--- config.mk ---
export PLATFORM = sky130hd
export DESIGN_NAME = nvdla_core_reset_req
export DESIGN_NICKNAME = d
export VERILOG_FILES = /design/src/rtl/nvdla_core_reset_req.sv
export SDC_FILE = /design/constraint.sdc
export NUM_CORES = 1
export LEC_CHECK = 0
export CORE_UTILIZATION = 25
export DETAILED_ROUTE_END_ITERATION = 6
export PLACE_DENSITY_LB_ADDON = 0.2
export SYNTH_ARGS = -nofsm -noshare
export SYNTH_HDL_FRONTEND = slang
export SYNTH_SLANG_ARGS = --single-unit
--- constraint.sdc ---
create_clock -name nvdla_clk -period 2.55 [get_ports nvdla_clk]
set_input_delay 0.3825 -clock nvdla_clk [delete_from_list [all_inputs] [get_ports nvdla_clk]]
set_output_delay 0.3825 -clock nvdla_clk [all_outputs]
set_load 0.03 [all_outputs]
--- src/rtl/nvdla_core_reset_req.sv ---
// Soft core-reset sequencer: drains the core, drives core_reset_rstn low, confirms it
// through the synchronizer feedback, holds it, releases it and confirms the release.
module nvdla_core_reset_req #(
    parameter int unsigned DRAIN_TIMEOUT = 1024,
    parameter int unsigned HOLD_CYCLES   = 16,
    parameter int unsigned ACK_TIMEOUT   = 256
) (
    input  logic       nvdla_clk,
    input  logic       dla_reset_rstn,
    input  logic       sw_reset_req,
    input  logic       core_idle,
    input  logic       synced_rstn,
    output logic       core_reset_rstn,
    output logic       reset_busy,
    output logic       reset_done,
    output logic [1:0] reset_status
);

    typedef enum logic [2:0] {
        ST_IDLE    = 3'd0,
        ST_DRAIN   = 3'd1,
        ST_ASSERT  = 3'd2,
        ST_HOLD    = 3'd3,
        ST_RELEASE = 3'd4,
        ST_DONE    = 3'd5
    } state_t;

    localparam logic [15:0] DRAIN_LAST = 16'(DRAIN_TIMEOUT - 32'd1);
    localparam logic [15:0] HOLD_LAST  = 16'(HOLD_CYCLES - 32'd1);
    localparam logic [15:0] ACK_LAST   = 16'(ACK_TIMEOUT - 32'd1);

    state_t      state_r;
    state_t      state_nxt_s;
    logic [15:0] cnt_r;
    logic [1:0]  status_nxt_s;
    logic        rstn_nxt_s;
    logic        busy_nxt_s;
    logic        done_nxt_s;

    // Next-state and sticky status; each wait is bounded by the shared counter.
    always_comb begin
        state_nxt_s  = state_r;
        status_nxt_s = reset_status;
        case (state_r)
            ST_IDLE: begin
                if (sw_reset_req) begin
                    state_nxt_s  = ST_DRAIN;
                    status_nxt_s = 2'b00;
                end else begin
                    state_nxt_s = ST_IDLE;
                end
            end
            ST_DRAIN: begin
                if (core_idle) begin
                    state_nxt_s = ST_ASSERT;
                end else if (cnt_r == DRAIN_LAST) begin
                    state_nxt_s     = ST_ASSERT;
                    status_nxt_s[0] = 1'b1;
                end else begin
                    state_nxt_s = ST_DRAIN;
                end
            end
            ST_ASSERT: begin
                if (!synced_rstn) begin
                    state_nxt_s = ST_HOLD;
                end else if (cnt_r == ACK_LAST) begin
                    state_nxt_s     = ST_HOLD;
                    status_nxt_s[1] = 1'b1;
                end else begin
                    state_nxt_s = ST_ASSERT;
                end
            end
            ST_HOLD: begin
                if (cnt_r == HOLD_LAST) begin
                    state_nxt_s = ST_RELEASE;
                end else begin
                    state_nxt_s = ST_HOLD;
                end
            end
            ST_RELEASE: begin
                if (synced_rstn) begin
                    state_nxt_s = ST_DONE;
                end else if (cnt_r == ACK_LAST) begin
                    state_nxt_s     = ST_DONE;
                    status_nxt_s[1] = 1'b1;
                end else begin
                    state_nxt_s = ST_RELEASE;
                end
            end
            ST_DONE: begin
                state_nxt_s = ST_IDLE;
            end
            default: begin
                state_nxt_s = ST_IDLE;
            end
        endcase
    end

    // Outputs are decoded from the next state so the registers change on the entry edge.
    always_comb begin
        rstn_nxt_s = 1'b1;
        busy_nxt_s = 1'b0;
        done_nxt_s = 1'b0;
        case (state_nxt_s)
            ST_DRAIN:   busy_nxt_s = 1'b1;
            ST_ASSERT: begin
                busy_nxt_s = 1'b1;
                rstn_nxt_s = 1'b0;
            end
            ST_HOLD: begin
                busy_nxt_s = 1'b1;
                rstn_nxt_s = 1'b0;
            end
            ST_RELEASE: busy_nxt_s = 1'b1;
            ST_DONE:    done_nxt_s = 1'b1;
            default: begin
                rstn_nxt_s = 1'b1;
                busy_nxt_s = 1'b0;
                done_nxt_s = 1'b0;
            end
        endcase
    end

    // State, saturating counter (cleared on every state change) and registered outputs.
    always_ff @(posedge nvdla_clk or negedge dla_reset_rstn) begin
        if (!dla_reset_rstn) begin
            state_r         <= ST_IDLE;
            cnt_r           <= 16'd0;
            core_reset_rstn <= 1'b1;
            reset_busy      <= 1'b0;
            reset_done      <= 1'b0;
            reset_status    <= 2'b00;
        end else begin
            state_r <= state_nxt_s;
            if (state_nxt_s != state_r) begin
                cnt_r <= 16'd0;
            end else if (cnt_r != 16'hFFFF) begin
                cnt_r <= cnt_r + 16'd1;
            end else begin
                cnt_r <= cnt_r;
            end
            core_reset_rstn <= rstn_nxt_s;
            reset_busy      <= busy_nxt_s;
            reset_done      <= done_nxt_s;
            reset_status    <= status_nxt_s;
        end
    end

endmodule
Word-level counts from Yosys, hierarchy flattened
Index checks and enable logic that the tools add are counted.

Bits in registers: 24. Input bits: 5. Word-level logic and storage cells: 57.

$add $sub $neg: 1. Equal/unequal tests: 19. Muxes and demuxes: 22. Reduce and logical (&&, ||, !) cells: 8.

Operator list (number): $mux 16 (2); $add 16x1->16 const B (1); $eq 16x10->1 const B (1); $eq 16x4->1 const B (1); $eq 16x8->1 const B (1); $ne 16x16->1 const B (1); $pmux 3 s5 (1); $mux 1 (13); $eq 3x2->1 const B (4); $ne 2x2->1 const B (5); $eq 3x3->1 const B (3); $reduce_and 4->1 (2); $eq 3x1->1 const B (2); $mux 3 (2); $mux 2 (2); $reduce_bool 2->1 (2); $reduce_or 4->1 (1); $logic_not 3->1 (1); $ne 3x3->1 (1); $pmux 1 s3 (1); $reduce_bool 3->1 (1); $pmux 1 s2 (1); $reduce_or 2->1 (1).

Depth between registers and ports, before layout
Word-level depth: 7. Gate-level depth with buffers: 8. Gate-level depth less buffers: 7.

Worst setup path after synthesis
Ideal clock, no wire load.

Kind: reg2reg. Start point: register cnt_r[10]. End point: register cnt_r[5]. Data arrival time: 2.018 ns. Data required time: 2.431 ns. Setup slack: 0.414 ns. Cell stages (with the launch flop): 8. Clock period less this slack: 2.136 ns. Path through: dfrtp_1 -> or4_4 -> nor4_4 -> maj3_1 -> nor3_1 -> nor3_4 -> buf_6 -> nor2_1.

Longest elaborated chain between the ends: 6.

RTL lines: start, declared (RTL line 34) `logic [15:0] cnt_r;`; start signal, assigned (RTL line 138) `cnt_r <= cnt_r + 16'd1;`; start signal, assigned (RTL line 140) `cnt_r <= cnt_r;`; $eq 16x8->1 or $eq 16x10->1 (tied branches) (RTL line 66, 83, 56); $mux 1 or $mux 2 (tied branches) (RTL line 66, 83, 56); $mux 1 (tied with other cells) (RTL line 81) `if (synced_rstn) begin`; $pmux 3 s5 (RTL line 44) `case (state_r)`; $ne 3x3->1 (RTL line 135) `if (state_nxt_s != state_r) begin`; $mux 16 or $reduce_bool 2->1 (tied branches).

Parallel ways exist; a longest one is shown, timed or not. A chain may end at the register's enable or synchronous reset.

Worst setup path in the final report
Start point: register cnt_r[10]. End point: register reset_busy.

Longest elaborated chain between the ends: 7.

RTL lines: $eq 16x8->1 or $eq 16x10->1 (tied branches) (RTL line 66, 83, 56); $mux 1 or $mux 2 (tied branches) (RTL line 66, 83, 56); $mux 1 (tied with other cells) (RTL line 81); $pmux 3 s5 (*) (RTL line 44); $eq 3x3->1 (tied with other cells) (RTL line 104) `case (state_nxt_s)`; $reduce_or 4->1 (no line) (*); $mux 1 (*) (RTL line 104); net busy_nxt_s (RTL line 37) `logic busy_nxt_s;`; end signal, assigned (RTL line 143) `reset_busy <= busy_nxt_s;`; end, declared (RTL line 14) `output logic reset_busy,`.

The timed path passes the listed nets; every way through them passes the cells marked *.

==> impl_results.md <==
* Worst path cell trace: or4_4 -> nor4_1 -> nor2b_1 -> a311oi_1 -> nand3_1 -> xor2_1
* Cell accounting for the most synthesized area: dfrtp_1
* Largest net degree at the start of global routing at 25
* Yosys Warn Count at 0
* Crit end category: register
* Post-CTS Setup Inserts at 0
* PnR worst setup slack at 320 ps
* H-tree levels at 1
* Nets at 155
* Vias in the first global route at 953
* Reg-to-reg slack, setup at 320 ps
* Root Driver: clkbuf_8
* Max-cap violations at 0
* Die H at 73.9 µm
* DR DRC count at 0
* Clock power frac at 23.7%
* Gr ovfl total at 0
* Slew Limit Fails at 0
* CTS buffer count at 3
* Drt wl/cell at 11.5 µm
* Setup WS pre-CTS at 333 ps
* Utilization after layout at 32.1%
* Reg power frac at 45.7%
* Fin cells at 215
* Routed vias/inst at 4.72
* Worst Max-Slew Pin Slew at 465 ps
* RSZ-0062 raised after global routing: false
* Tot Pwr at 1090 µW
* CTS clk-pin slew, worst paths at 80 ps
* Fin crit period at 2230 ps
* Core area at 4850 µm²
* Worst Skew at 3.46 ps
* Synthesized area at 1290 µm²
* Ranking of synthesized cells by area: dfrtp_1, nor2_1, xnor2_1
* Syn_area_per_cell at 9.87 µm²
* P&R area growth vs syn at 20.3%
* Clk_lat worst skew at 270 ps
* Seq/Total Area, Yosys at 46.6%
* Critical Path Start Type: register
* CP max stage cell: or4_4
* Die area at 5460 µm²
* Post-synth EDFFs at 0
* Synthesized Nets at 137
* # fillers at 517
* Final TNS setup at 0 ps
* Hold-fix buffers, CTS at 0
* Share of layout cells above drive strength 1 at 13.5%
* Final Wtd Congestion at 0.736
* Maximum vdd drop at 0.334 mV
* Final ANT Viol Nets at 0
* Top cells by count, synth: nor2_1, dfrtp_1, nand3_1, xnor2_1, xor2_1
* Crit path max fanout at 4
* Switch Pwr at 380 µW
* # port buffers at 9
* WP data required at 2710 ps
* LEAKAGE at 0.000667 µW
* First-pass GRT wire length at 4490 µm
* Total number of vias at 1015
* Worst endpoint data arrival time at 2390 ps
* Main synth FF type: dfrtp_1
* # diodes at 0
* Top Ports at 10
* DPL Wire Length at 1800 µm
* PostCTS Resize Cnt at 0
* TritonCTS Sinks at 24
* Final setup fails at 0
* Antenna violations before repair at 0
* #FFs+latches synth at 24
* CTS max path bufs at 2
* Num rows at 25
* Int Pwr at 708 µW
* 1st-iter DRT viols at 83
* Top cell type's share of synthesized area at 44.5%
* Slew headroom at 68.7%
* Final Cycle Share at 87.5%
* Switch share at 34.9%
* Placed cell count at 211
* Starting Density at 26.7%
* Die Wd at 73.9 µm
* GR Util All Layers at 10.9%
* Logic pwr share at 30.6%
* Initial DRT Pass Iterations at 4
* Peak Freq at 448 MHz
* Final hold vios at 0
* Max incr delay on CP at 580 ps
* Synth Instances at 131
* P per Cell Area at 699 nW/µm²
* Hold Path Class: input port to asynchronous set/reset pin
* Distinct cells, synth at 38
* Outcome: finished, final reports clean
* Async SR Flop Fraction at 100%
* Final WL at 2470 µm
* CTS tree: yes
* Critical path type: register to register
* Count leader, synth: nor2_1
-- cells by family (layout without fill, tap and decap cells) --
kind of cell / count (synthesis) / in the layout / synth area share (%)
adders and majority gates: 2 / 2 / 1.74
AOI/OAI and AO/OA: 11 / 11 / 6.39
muxes: 4 / 4 / 3.10
buffers and inverters: 7 / 24 / 2.61
DFF: 24 / 24 / 46.6
xor gates and xnor gates: 14 / 14 / 9.49
and+or+nand+nor: 69 / 69 / 30.1
-- per-stage QoR --
stage	area [µm²]	hold WS, ps
floorplan	1290	86.9
global placement	1500	488
detailed placement	1500	494
CTS	1560	482
global route	1560	486
finish	1560	468
-- layout by cell type, fill, tap and decap left out, drive strengths merged --
| cell type | netlist | layout |
|---|---|---|
| nand4 | 4 | 4 |
| a311oi | 1 | 1 |
| o21ai | 1 | 1 |
| o211ai | 1 | 1 |
| o311ai | 1 | 1 |
| nor3 | 4 | 4 |
| clkdlybuf4s50 | 0 | 9 |
| or4 | 3 | 3 |
| and2 | 1 | 1 |
| inv | 4 | 4 |
| nor2 | 28 | 28 |
| maj3 | 1 | 1 |
| and4 | 2 | 2 |
| buf | 1 | 7 |
| clkbuf | 2 | 4 |
| a21oi | 2 | 2 |
| nor2b | 1 | 1 |
| nand3 | 9 | 9 |
| xnor2 | 7 | 7 |
| nor4 | 6 | 6 |
| ha | 1 | 1 |
| and3 | 1 | 1 |
| a31oi | 1 | 1 |
| o211a | 1 | 1 |
| xor2 | 7 | 7 |
| nand2b | 2 | 2 |
| dfstp | 1 | 1 |
| o21bai | 3 | 3 |
| nor4b | 1 | 1 |
| dfrtp | 23 | 23 |
| nand2 | 6 | 6 |
| mux2i | 4 | 4 |
| or4bb | 1 | 1 |
-- worst paths after layout --
check,start,cells after the start,end
min,dla_reset_rstn,2,reset_busy
max,cnt_r[10],6,reset_busy
min in group nvdla_clk,reset_status[1],2,reset_status[1]
max in group asynchronous,dla_reset_rstn,2,core_reset_rstn
min reg2reg,reset_status[1],2,reset_status[1]
max reg2reg,cnt_r[10],6,reset_busy
-- state kept, by name, summed over array words and instances (netlist names) --
signal	flops
core_reset_rstn	1
reset_done	1
reset_status	2
reset_busy	1
cnt_r	16
state_r	3
-- power by group through the flow --
stage          Clock [µW]  Combinational (µW)  Sequential, µW
5_1_grt               291                 379             507
3_3_place_gp            0                 335             504
3_5_place_dp            0                 340             505
2_1_floorplan           0                 250             504
4_1_cts               273                 344             497
6_report              257                 333             498
-- area by class of cell --
cell class / count / area [µm²] / share of cell area [%]
Sequential cell: 24 / 602 / 38.7
Inverter: 4 / 15.0 / 0.965
Timing Repair Buffer: 16 / 143 / 9.17
Multi-Input combinational cell: 100 / 657 / 42.2
Tap cell: 67 / 83.8 / 5.39
Clock buffer: 4 / 55.1 / 3.54
-- per-layer routing --
metal / global-route usage, % / vias up / wire length, µm / part of all wire [%]
met5: 0 / - / 0 / 0
met4: 4.49 / 0 / 38 / 1.5
met3: 3.29 / 4 / 108 / 4.4
met2: 17.5 / 23 / 1110 / 45
met1: 13.6 / 485 / 1210 / 49
li1: - / 503 / - / -
-- worst max-delay path, delay by kind of cell, from the launching register on --
kind	cells	cell delay, ps
and+or+nand+nor	4	1220
xor gates and xnor gates	1	170
DFF	1	420
AOI/OAI and AO/OA	1	320
Note: power is estimated with default switching activity, not from simulation.
